[config.mk]
export PLATFORM = sky130hd
export DESIGN_NAME = oam_dma_engine
export DESIGN_NICKNAME = d
export VERILOG_FILES = /design/src/rtl/oam_dma_engine.sv
export SDC_FILE = /design/constraint.sdc
export NUM_CORES = 1
export LEC_CHECK = 0
export CAP_MARGIN = 0
export CORE_UTILIZATION = 45
export CTS_CLUSTER_DIAMETER = 100
export DETAILED_ROUTE_END_ITERATION = 8
export GPL_ROUTABILITY_DRIVEN = 0
export PLACE_DENSITY = 0.78
export SLEW_MARGIN = 0
export SYNTH_ARGS = -nofsm -noshare
export SYNTH_HDL_FRONTEND = slang
export SYNTH_SLANG_ARGS = --single-unit
[constraint.sdc]
create_clock -name clk -period 2.2 [get_ports clk]
set_input_delay 0.22 -clock clk [delete_from_list [all_inputs] [get_ports clk]]
set_output_delay 0.22 -clock clk [all_outputs]
set_load 0.02 [all_outputs]
[src/rtl/oam_dma_engine.sv]
// oam_dma_engine: sprite DMA that halts the CPU and copies one page
// into the OAM data port as read/write pairs, reads on even cycles.
// Ports: clk, reset (sync, high); cpu_addr/cpu_data/cpu_r_w_n snoop
// CPU writes; mem_data_in returns DMA read data; rdy halts the CPU;
// dma_active/dma_addr/dma_data_out/dma_r_w_n drive the bus while the
// DMA owns it; dma_done pulses in the cycle after the final write.
module oam_dma_engine #(
  parameter int                    ADDR_WIDTH    = 16,
  parameter int                    REG_WIDTH     = 8,
  parameter logic [ADDR_WIDTH-1:0] TRIGGER_ADDR  = 16'h4014,
  parameter logic [ADDR_WIDTH-1:0] OAM_DATA_ADDR = 16'h2004,
  parameter int                    XFER_LEN      = 256
) (
  input  logic                  clk,
  input  logic                  reset,
  input  logic [ADDR_WIDTH-1:0] cpu_addr,
  input  logic [REG_WIDTH-1:0]  cpu_data,
  input  logic                  cpu_r_w_n,
  input  logic [REG_WIDTH-1:0]  mem_data_in,
  output logic                  rdy,
  output logic                  dma_active,
  output logic [ADDR_WIDTH-1:0] dma_addr,
  output logic [REG_WIDTH-1:0]  dma_data_out,
  output logic                  dma_r_w_n,
  output logic                  dma_done
);

  localparam int IDX_W = $clog2(XFER_LEN);

  typedef enum logic [2:0] {
    S_IDLE,
    S_HALT,
    S_ALIGN,
    S_READ,
    S_WRITE
  } state_t;

  state_t                r_state;
  state_t                w_state_nxt;
  logic [REG_WIDTH-1:0]  r_page;
  logic [REG_WIDTH-1:0]  w_page_nxt;
  logic [IDX_W-1:0]      r_idx;
  logic [IDX_W-1:0]      w_idx_nxt;
  logic [REG_WIDTH-1:0]  r_latch;
  logic [REG_WIDTH-1:0]  w_latch_nxt;
  logic                  r_parity;

  logic                  r_rdy;
  logic                  r_active;
  logic [ADDR_WIDTH-1:0] r_addr;
  logic [REG_WIDTH-1:0]  r_data;
  logic                  r_r_w_n;
  logic                  r_done;

  logic                  w_rdy_nxt;
  logic                  w_active_nxt;
  logic [ADDR_WIDTH-1:0] w_addr_nxt;
  logic [REG_WIDTH-1:0]  w_data_nxt;
  logic                  w_r_w_n_nxt;
  logic                  w_done_nxt;

  logic                  w_trig;
  logic                  w_last;

  assign w_trig = (cpu_addr == TRIGGER_ADDR) && !cpu_r_w_n;
  assign w_last = (r_idx == IDX_W'(XFER_LEN - 1));

  always_comb begin
    w_state_nxt = r_state;
    w_page_nxt  = r_page;
    w_idx_nxt   = r_idx;
    w_latch_nxt = r_latch;
    w_done_nxt  = 1'b0;
    unique case (r_state)
      S_IDLE: begin
        if (w_trig) begin
          w_state_nxt = S_HALT;
          w_page_nxt  = cpu_data;
        end
      end
      // r_parity=1 means the HALT cycle is odd, so the next one is even
      S_HALT:  w_state_nxt = r_parity ? S_READ : S_ALIGN;
      S_ALIGN: w_state_nxt = S_READ;
      S_READ: begin
        w_latch_nxt = mem_data_in;
        w_state_nxt = S_WRITE;
      end
      S_WRITE: begin
        w_idx_nxt = r_idx + 1'b1;
        if (w_last) begin
          w_state_nxt = S_IDLE;
          w_done_nxt  = 1'b1;
        end else begin
          w_state_nxt = S_READ;
        end
      end
      default: w_state_nxt = S_IDLE;
    endcase
  end

  // Outputs are registered: decode them from the state being entered.
  always_comb begin
    w_rdy_nxt    = 1'b1;
    w_active_nxt = 1'b0;
    w_addr_nxt   = r_addr;
    w_data_nxt   = r_data;
    w_r_w_n_nxt  = 1'b1;
    unique case (w_state_nxt)
      S_HALT, S_ALIGN: begin
        w_rdy_nxt    = 1'b0;
        w_active_nxt = 1'b1;
      end
      S_READ: begin
        w_rdy_nxt    = 1'b0;
        w_active_nxt = 1'b1;
        w_addr_nxt   = ADDR_WIDTH'({w_page_nxt, w_idx_nxt});
      end
      S_WRITE: begin
        w_rdy_nxt    = 1'b0;
        w_active_nxt = 1'b1;
        w_addr_nxt   = OAM_DATA_ADDR;
        w_data_nxt   = w_latch_nxt;
        w_r_w_n_nxt  = 1'b0;
      end
      default: begin
        w_rdy_nxt    = 1'b1;
        w_active_nxt = 1'b0;
      end
    endcase
  end

  always_ff @(posedge clk) begin
    if (reset) begin
      r_state  <= S_IDLE;
      r_page   <= '0;
      r_idx    <= '0;
      r_latch  <= '0;
      r_parity <= 1'b0;
      r_rdy    <= 1'b1;
      r_active <= 1'b0;
      r_addr   <= '0;
      r_data   <= '0;
      r_r_w_n  <= 1'b1;
      r_done   <= 1'b0;
    end else begin
      r_state  <= w_state_nxt;
      r_page   <= w_page_nxt;
      r_idx    <= w_idx_nxt;
      r_latch  <= w_latch_nxt;
      r_parity <= ~r_parity;
      r_rdy    <= w_rdy_nxt;
      r_active <= w_active_nxt;
      r_addr   <= w_addr_nxt;
      r_data   <= w_data_nxt;
      r_r_w_n  <= w_r_w_n_nxt;
      r_done   <= w_done_nxt;
    end
  end

  assign rdy          = r_rdy;
  assign dma_active   = r_active;
  assign dma_addr     = r_addr;
  assign dma_data_out = r_data;
  assign dma_r_w_n    = r_r_w_n;
  assign dma_done     = r_done;

endmodule

==> qor.csv, run 1 <==
stage,metric,value,unit
worst_setup_path,number of buffers and inverters on the critical path,0,
floorplanning,starting utilization of the core area,0.466,
layout,"Area growth, synth to finish",35.5,%
floorplanning,chip height,69.2,um
layout,layout cells sized above 1,0.121,
cts,number of H-tree levels,2,
global_route,"Remaining Overflow, GRT",0,
global_route,maximum number of pins on one net before global-route repair,43,
sta,share of the clock period used by the worst path after layout,0.839,
sta,Final Critical Period,1850,ps
route,detailed-router iteration count before antenna repair,5,
layout,total number of nets in the final design,307,
cts,"Gates resized, CTS repair",0,
worst_setup_path,Setup CP Type,reg -> reg,
worst_setup_path,Critical Path End Type,flop,
sta,Hold Fails Final Rpt,0,
layout,diode insertion count for antenna repair,0,
global_route,via count of the first global-routing pass,1597,
floorplanning,top-level port count,63,
worst_setup_path,crit path launch type,flop,
hold_path,class of the tightest hold or removal check,reg -> reg,
route,Iter 0 DRT Violations,91,
floorplanning,core area,0.00435,mm2
route,DRT Wirelength,4510,um
logic_synthesis,"Primary FF master, synth",dfxtp_1,
sta,count of endpoints failing setup in the final report,0,
place,"number of placed instances, taps included",316,
floorplanning,Total Die Area,0.00478,mm2
pwr,share of total power in combinational logic,0.058,
pwr,Switching Share,0.201,
logic_synthesis,number of enable flip-flop cells after synthesis,0,
cts,setup bufs post-CTS,0,
pwr,"Power, Total",1.48,mW
floorplanning,die outline width,69.2,um
worst_setup_path,cell-by-cell listing of the critical path,or3b_1 -> o21ba_4 -> or2_4 -> a211oi_2,
pwr,ratio of total power to cell area,539,mW/mm2
worst_setup_path,"slowest stage delay, CP",500,ps
sta,worst hold slack,428,ps
cts,number of buffers created by CTS,5,
cts,clock insertion delay at the later pin of the skew report,300,ps
pwr,sequential power share,0.587,
logic_synthesis,Mapped Cells,213,
sta,Peak Freq,542,MHz
sta,unrepaired setup endpoints after global routing,no,
cts,total of hold buffers inserted after clock tree synthesis,0,
pwr,peak supply drop,327,uV
logic_synthesis,Yosys warning count,0,
outcome,result of the run,"complete, no violations",
sta,Max transition margin,0.685,
logic_synthesis,Yosys reg bits,48,
place,DPL Wire Length,3140,um
worst_setup_path,Critical Path Fanout Max,22,
pwr,Internal Dissipation,1.18,mW
sta,slew of the pin with the lowest slew margin,473,ps
place,number of port buffers,62,
layout,fin util,0.632,
layout,most frequent cells in the layout,"clkdlybuf4s50_1 (62), dfxtp_1 (48), a21oi_1 (21), nand2_1 (19)",
cts,CTS clock-pin slew for the worst setup and hold paths,80,ps
global_route,GRT Util Overall,0.198,
worst_setup_path,standard cell with the maximum stage delay on the critical path,dfxtp_1,
route,mean number of vias per cell,5.46,
route,DRC Markers,0,
pwr,cell leakage power,0.893,nW
layout,final cell count without fillers,324,
cts,Max Root-Sink Buffers,2,
worst_setup_path,Required @ worst endpoint,2370,ps
sta,final setup TNS,0,ps
cts,clock net sink count,48,
route,per-cell routed wire length,13.9,um
cts,clock tree from TritonCTS,yes,
route,via count,1770,
run,max-capacitance violation count,0,
sta,max-slew violations,0,
pwr,portion of total power attributed to the clock network,0.355,
floorplanning,cell row count,24,
global_route,global-route wire length before repair,7530,um
logic_synthesis,asr flop ratio synth,0,
pwr,Net Switching,0.297,mW
sta,clock tree skew after final layout,6.57,ps
logic_synthesis,distinct cell type count after synthesis,43,
logic_synthesis,netlist area before placement,0.00203,mm2
logic_synthesis,"Seq/Total Area, Yosys",0.473,
worst_setup_path,worst endpoint data arrival time,2020,ps
layout,most frequent standard cell in the layout excluding fill and tap cells,clkdlybuf4s50_1,
logic_synthesis,net count after synthesis,249,
global_route,initial antenna violation count,0,
cts,clock root buffer,clkbuf_8,
logic_synthesis,Post-Synthesis Mean Instance Area,9.53,um2
worst_setup_path,gate family responsible for the most delay along the worst path,simple AND/OR/NAND/NOR gates,
route,number of routed nets with antenna violations,0,
## power by group through the flow
stage / sequential, mW / clock, mW / combinational, mW
global placement: 0.891 / 0 / 0.0847
detailed placement: 0.891 / 0 / 0.0853
global route: 0.870 / 0.579 / 0.0914
floorplan: 0.891 / 0 / 0.0192
CTS: 0.870 / 0.544 / 0.0860
finish: 0.870 / 0.526 / 0.0853
## routing by layer
layer  share of wire  vias to the layer above  GRT usage
li1                -                      898          -
met1            0.47                      811      0.256
met2            0.47                       53      0.316
met3           0.051                        8     0.0497
met4           0.017                        0     0.0816
met5               0                        -          0
## state kept, by name (all words and copies together), names as in the netlist
signal / flops
r_idx: 8
rdy: 1
dma_addr: 16
r_page: 8
dma_data_out: 8
r_state: 3
dma_active: 1
dma_r_w_n: 1
r_parity: 1
dma_done: 1
## logic make-up after synthesis
kind of cell    after synthesis  synth area share
mux                           1           0.00493
compound gates               63             0.239
simple gates                 77             0.211
buf+inv                      20            0.0530
xor+xnor                      3            0.0129
fa+ha+maj                     1           0.00616
flops                        48             0.473
## worst paths after layout
path | from | to | slack [ps] | cells after the start
max | r_state[2]$_SDFF_PP0_ | dma_addr[13]$_SDFFE_PP0P_ | 350 | 4
min | r_parity$_SDFF_PP0_ | r_parity$_SDFF_PP0_ | 430 | 1
max reg2reg | r_state[2]$_SDFF_PP0_ | dma_addr[13]$_SDFFE_PP0P_ | 350 | 4
min reg2reg | r_parity$_SDFF_PP0_ | r_parity$_SDFF_PP0_ | 430 | 1
## Yosys cell counts, drive strengths merged, types with 2 or more instances
library cell,number,area [um2]
dfxtp,48,961
a21oi,22,121
nand2,19,71.3
a211oi,16,175
nand3,13,65.1
nor2,13,48.8
o21ai,10,53.8
clkbuf,9,33.8
buf,7,58.8
nor4,7,50.1
nor3,5,25.0
inv,4,15.0
nor4b,4,35.0
o21ba,4,46.3
nand4b,3,26.3
o22ai,3,18.8
a21o,2,15.0
and3,2,12.5
nand2b,2,12.5
nand4bb,2,22.5
o31a,2,17.5
or2,2,15.0
xor2,2,17.5
## worst register-to-register path, cell delays in order, from the launching register on
cell and delay (ps):
dfxtp_1 500, or3b_1 400, o21ba_4 410, or2_4 320, a211oi_2 100
## metrics by stage
stage,setup slack (ps),instance area [um2]
after floorplan,592,2030
after global placement,310,2660
after detailed placement,241,2660
after CTS,352,2750
after global routing,224,2750
final,354,2750
## cell type report
class,instances,area [um2]
clock buffers,8,90.1
fillers,365,1600
inverters,4,15.0
multi-input cells,145,961
flip-flops and latches,48,961
well taps,52,65.1
repair buffers,67,658
Note: power is estimated with default switching activity, not from simulation.
==> inputs of run 2 (changes only) <==
Clock period 2.2 ns to 1.8 ns, I/O delays scaled along.
==> run 2 against run 1 <==
Compared with the run above:
- sequential power grew 22%
- non-clock buffer count increased by 15
- clock power increased by 81%
- clock skew is 4.2 ps higher
- utilization rose by 4.1 points
- clock-buffer cell count decreased by 3
- design area up 6.5%
- global-route usage rose by 1.5 points
- routed wire length is 5.5% higher
- hold slack worse by 17 ps
- via count rose by 3.1%
- critical path type unchanged
==> qor.csv, run 2 (synthesis results as in run 1) <==
stage,metric,value,unit,change
hold_path,class of the tightest hold or removal check,in -> reg,,
worst_setup_path,Critical Path End Type,flop,,
pwr,sequential power share,0.501,,-0.086
global_route,via count of the first global-routing pass,1747,,+9.4%
global_route,global-route wire length before repair,8290,um,+10%
floorplanning,starting utilization of the core area,0.466,,unchanged
worst_setup_path,cell-by-cell listing of the critical path,ha_1 -> nand4_1 -> o21ba_4 -> or4b_1 -> o31ai_2,,
hold_path,launch point of the worst hold path,mem_data_in[3],,
sta,final setup TNS,0,ps,unchanged
global_route,maximum number of pins on one net before global-route repair,43,,unchanged
floorplanning,Total Die Area,0.00478,mm2,unchanged
cts,"Gates resized, CTS repair",0,,unchanged
cts,total of hold buffers inserted after clock tree synthesis,0,,unchanged
cts,clock net sink count,48,,unchanged
global_route,GRT Util Overall,0.214,,+0.0154
place,DPL Wire Length,3340,um,+6.5%
layout,"Area growth, synth to finish",44.3,%,
sta,Hold Fails Final Rpt,0,,unchanged
worst_setup_path,"slowest stage delay, CP",550,ps,+50 ps
hold_path,terminating pin of the worst hold path,dma_data_out[3]$_SDFFE_PP0N_,,
route,per-cell routed wire length,14.0,um,+0.79%
cts,number of buffers created by CTS,5,,unchanged
worst_setup_path,crit path launch type,flop,,
cts,clock insertion delay at the later pin of the skew report,310,ps,about the same
floorplanning,chip height,69.2,um,unchanged
worst_setup_path,worst endpoint data arrival time,1980,ps,-40 ps
route,DRT Wirelength,4750,um,+5.5%
cts,CTS clock-pin slew for the worst setup and hold paths,100,ps,+20 ps
global_route,initial antenna violation count,0,,unchanged
global_route,met2 capacity usage during global routing,0.328,,+0.0119
floorplanning,cell row count,24,,unchanged
hold_path,depth of the worst hold-timing path,3,,+2
worst_setup_path,worst-case reg-to-reg path depth,5,,+1
cts,Max Root-Sink Buffers,2,,unchanged
worst_setup_path,R2R setup slack,60,ps,-290 ps
cts,clock root buffer,clkbuf_8,,
sta,Final Critical Period,1740,ps,-107 ps
outcome,result of the run,"complete, no violations",,
worst_setup_path,gate family responsible for the most delay along the worst path,simple AND/OR/NAND/NOR gates,,
sta,max-slew violations,0,,unchanged
layout,"flip-flop count of the largest register, all copies and words added",16,,unchanged
route,mean number of vias per cell,5.38,,-1.5%
worst_setup_path,Worst R2R End,dma_addr[7]$_SDFFE_PP0P_,,
floorplanning,die outline width,69.2,um,unchanged
worst_setup_path,number of buffers and inverters on the critical path,0,,unchanged
route,via count,1824,,+3.1%
floorplanning,core area,0.00435,mm2,unchanged
worst_setup_path,origin of the critical flop-to-flop path,r_idx[1]$_SDFF_PP0_,,
sta,slew of the pin with the lowest slew margin,361,ps,-112 ps
route,number of routed nets with antenna violations,0,,unchanged
sta,Peak Freq,575,MHz,+6.1%
route,DRC Markers,0,,unchanged
pwr,cell leakage power,0.997,nW,+12%
pwr,share of total power in combinational logic,0.052,,-0.006
layout,layout cells sized above 1,0.178,,+0.0564
global_route,"Remaining Overflow, GRT",0,,unchanged
pwr,Net Switching,0.427,mW,+44%
pwr,Internal Dissipation,1.70,mW,+43%
run,max-capacitance violation count,0,,unchanged
route,detailed-router iteration count before antenna repair,4,,-1
global_route,met1 routing resource usage after global routing,0.291,,+0.0349
worst_setup_path,standard cell with the maximum stage delay on the critical path,or4b_1,,
layout,total number of nets in the final design,322,,+4.9%
global_route,global route hottest layer,met2,,
worst_setup_path,Critical Path Fanout Max,11,,-50%
pwr,portion of total power attributed to the clock network,0.447,,+0.092
sta,clock tree skew after final layout,10.7,ps,+4.17 ps
route,Iter 0 DRT Violations,121,,+33%
floorplanning,top-level port count,63,,unchanged
global_route,Global Route met3 Usage,0.0585,,+0.00877
layout,most frequent cells in the layout,"clkdlybuf4s50_1 (62), dfxtp_1 (48), a21oi_1 (21), nand2_1 (19), buf_4 (19)",,
pwr,Switching Share,0.201,,about the same
worst_setup_path,Setup CP Type,reg -> reg,,
layout,most frequent standard cell in the layout excluding fill and tap cells,clkdlybuf4s50_1,,
sta,Max transition margin,0.757,,+0.0722
worst_setup_path,Required @ worst endpoint,2040,ps,-330 ps
sta,unrepaired setup endpoints after global routing,no,,
cts,clock tree from TritonCTS,yes,,
sta,count of endpoints failing setup in the final report,0,,unchanged
worst_setup_path,worst setup path start,r_idx[1]$_SDFF_PP0_,,
pwr,peak supply drop,485,uV,+48%
cts,setup bufs post-CTS,0,,unchanged
sta,share of the clock period used by the worst path after layout,0.966,,+0.127
pwr,ratio of total power to cell area,726,mW/mm2,+35%
place,number of port buffers,62,,unchanged
layout,fin util,0.673,,+0.0411
cts,number of H-tree levels,2,,unchanged
layout,diode insertion count for antenna repair,0,,unchanged
run 2: cell count changes in the layout (fill, tap and decap cells not counted), sizes merged:
cell,delta
buf,+15
bufinv,+2
clkbuf,-3
inv,+1
run 2: cell type report:
cell class              instances  area [um2]
flip-flops and latches         48         961
clock buffers                   5        68.8
repair buffers                 82         783
multi-input cells             145         967
fillers                       359        1430
well taps                      52        65.1
clock inverters                 3        68.8
inverters                       4        15.0
run 2: routing by layer:
layer  up-vias  wire length [um]
li1        925                 -
met1       851              2250
met2        41              2200
met3         7               226
met4         0                70
met5         -                 0
run 2: worst max-delay path by stage:
stage / endpoint / slack, ps / cells past startpoint
floorplan: dma_addr[10]$_SDFFE_PP0P_ / 190 / 7
global placement: dma_addr[7]$_SDFFE_PP0P_ / 70 / 5
detailed placement: dma_addr[15]$_SDFFE_PP0P_ / -5 / 6
CTS: dma_addr[7]$_SDFFE_PP0P_ / 70 / 5
global route: dma_addr[7]$_SDFFE_PP0P_ / 2 / 5
finish: dma_addr[7]$_SDFFE_PP0P_ / 60 / 5
run 2: power by group through the flow:
stage	combinational, mW	clock [mW]	sequential (mW)
after floorplan	0.0234	0	1.09
after global placement	0.110	0	1.09
after detailed placement	0.110	0	1.09
after CTS	0.111	0.962	1.06
after global routing	0.118	1.02	1.06
final	0.111	0.951	1.06
run 2: metrics by stage:
step / setup slack [ps] / power, mW / instances / hold WS [ps] / cell area [um2]
2_1_floorplan: 192 / 1.11 / 213 / 244 / 2030
3_3_place_gp: 72.3 / 1.20 / 331 / 406 / 2790
3_5_place_dp: -4.82 / 1.20 / 331 / 403 / 2790
4_1_cts: 68.7 / 2.14 / 339 / 409 / 2920
5_1_grt: 1.65 / 2.20 / 339 / 408 / 2930
6_report: 61.0 / 2.13 / 339 / 411 / 2930
run 2: tightest hold or removal path, delay by kind of cell:
kind	cells	cell delay, ps
compound gates	1	50
buf+inv	1	400
simple gates	1	60
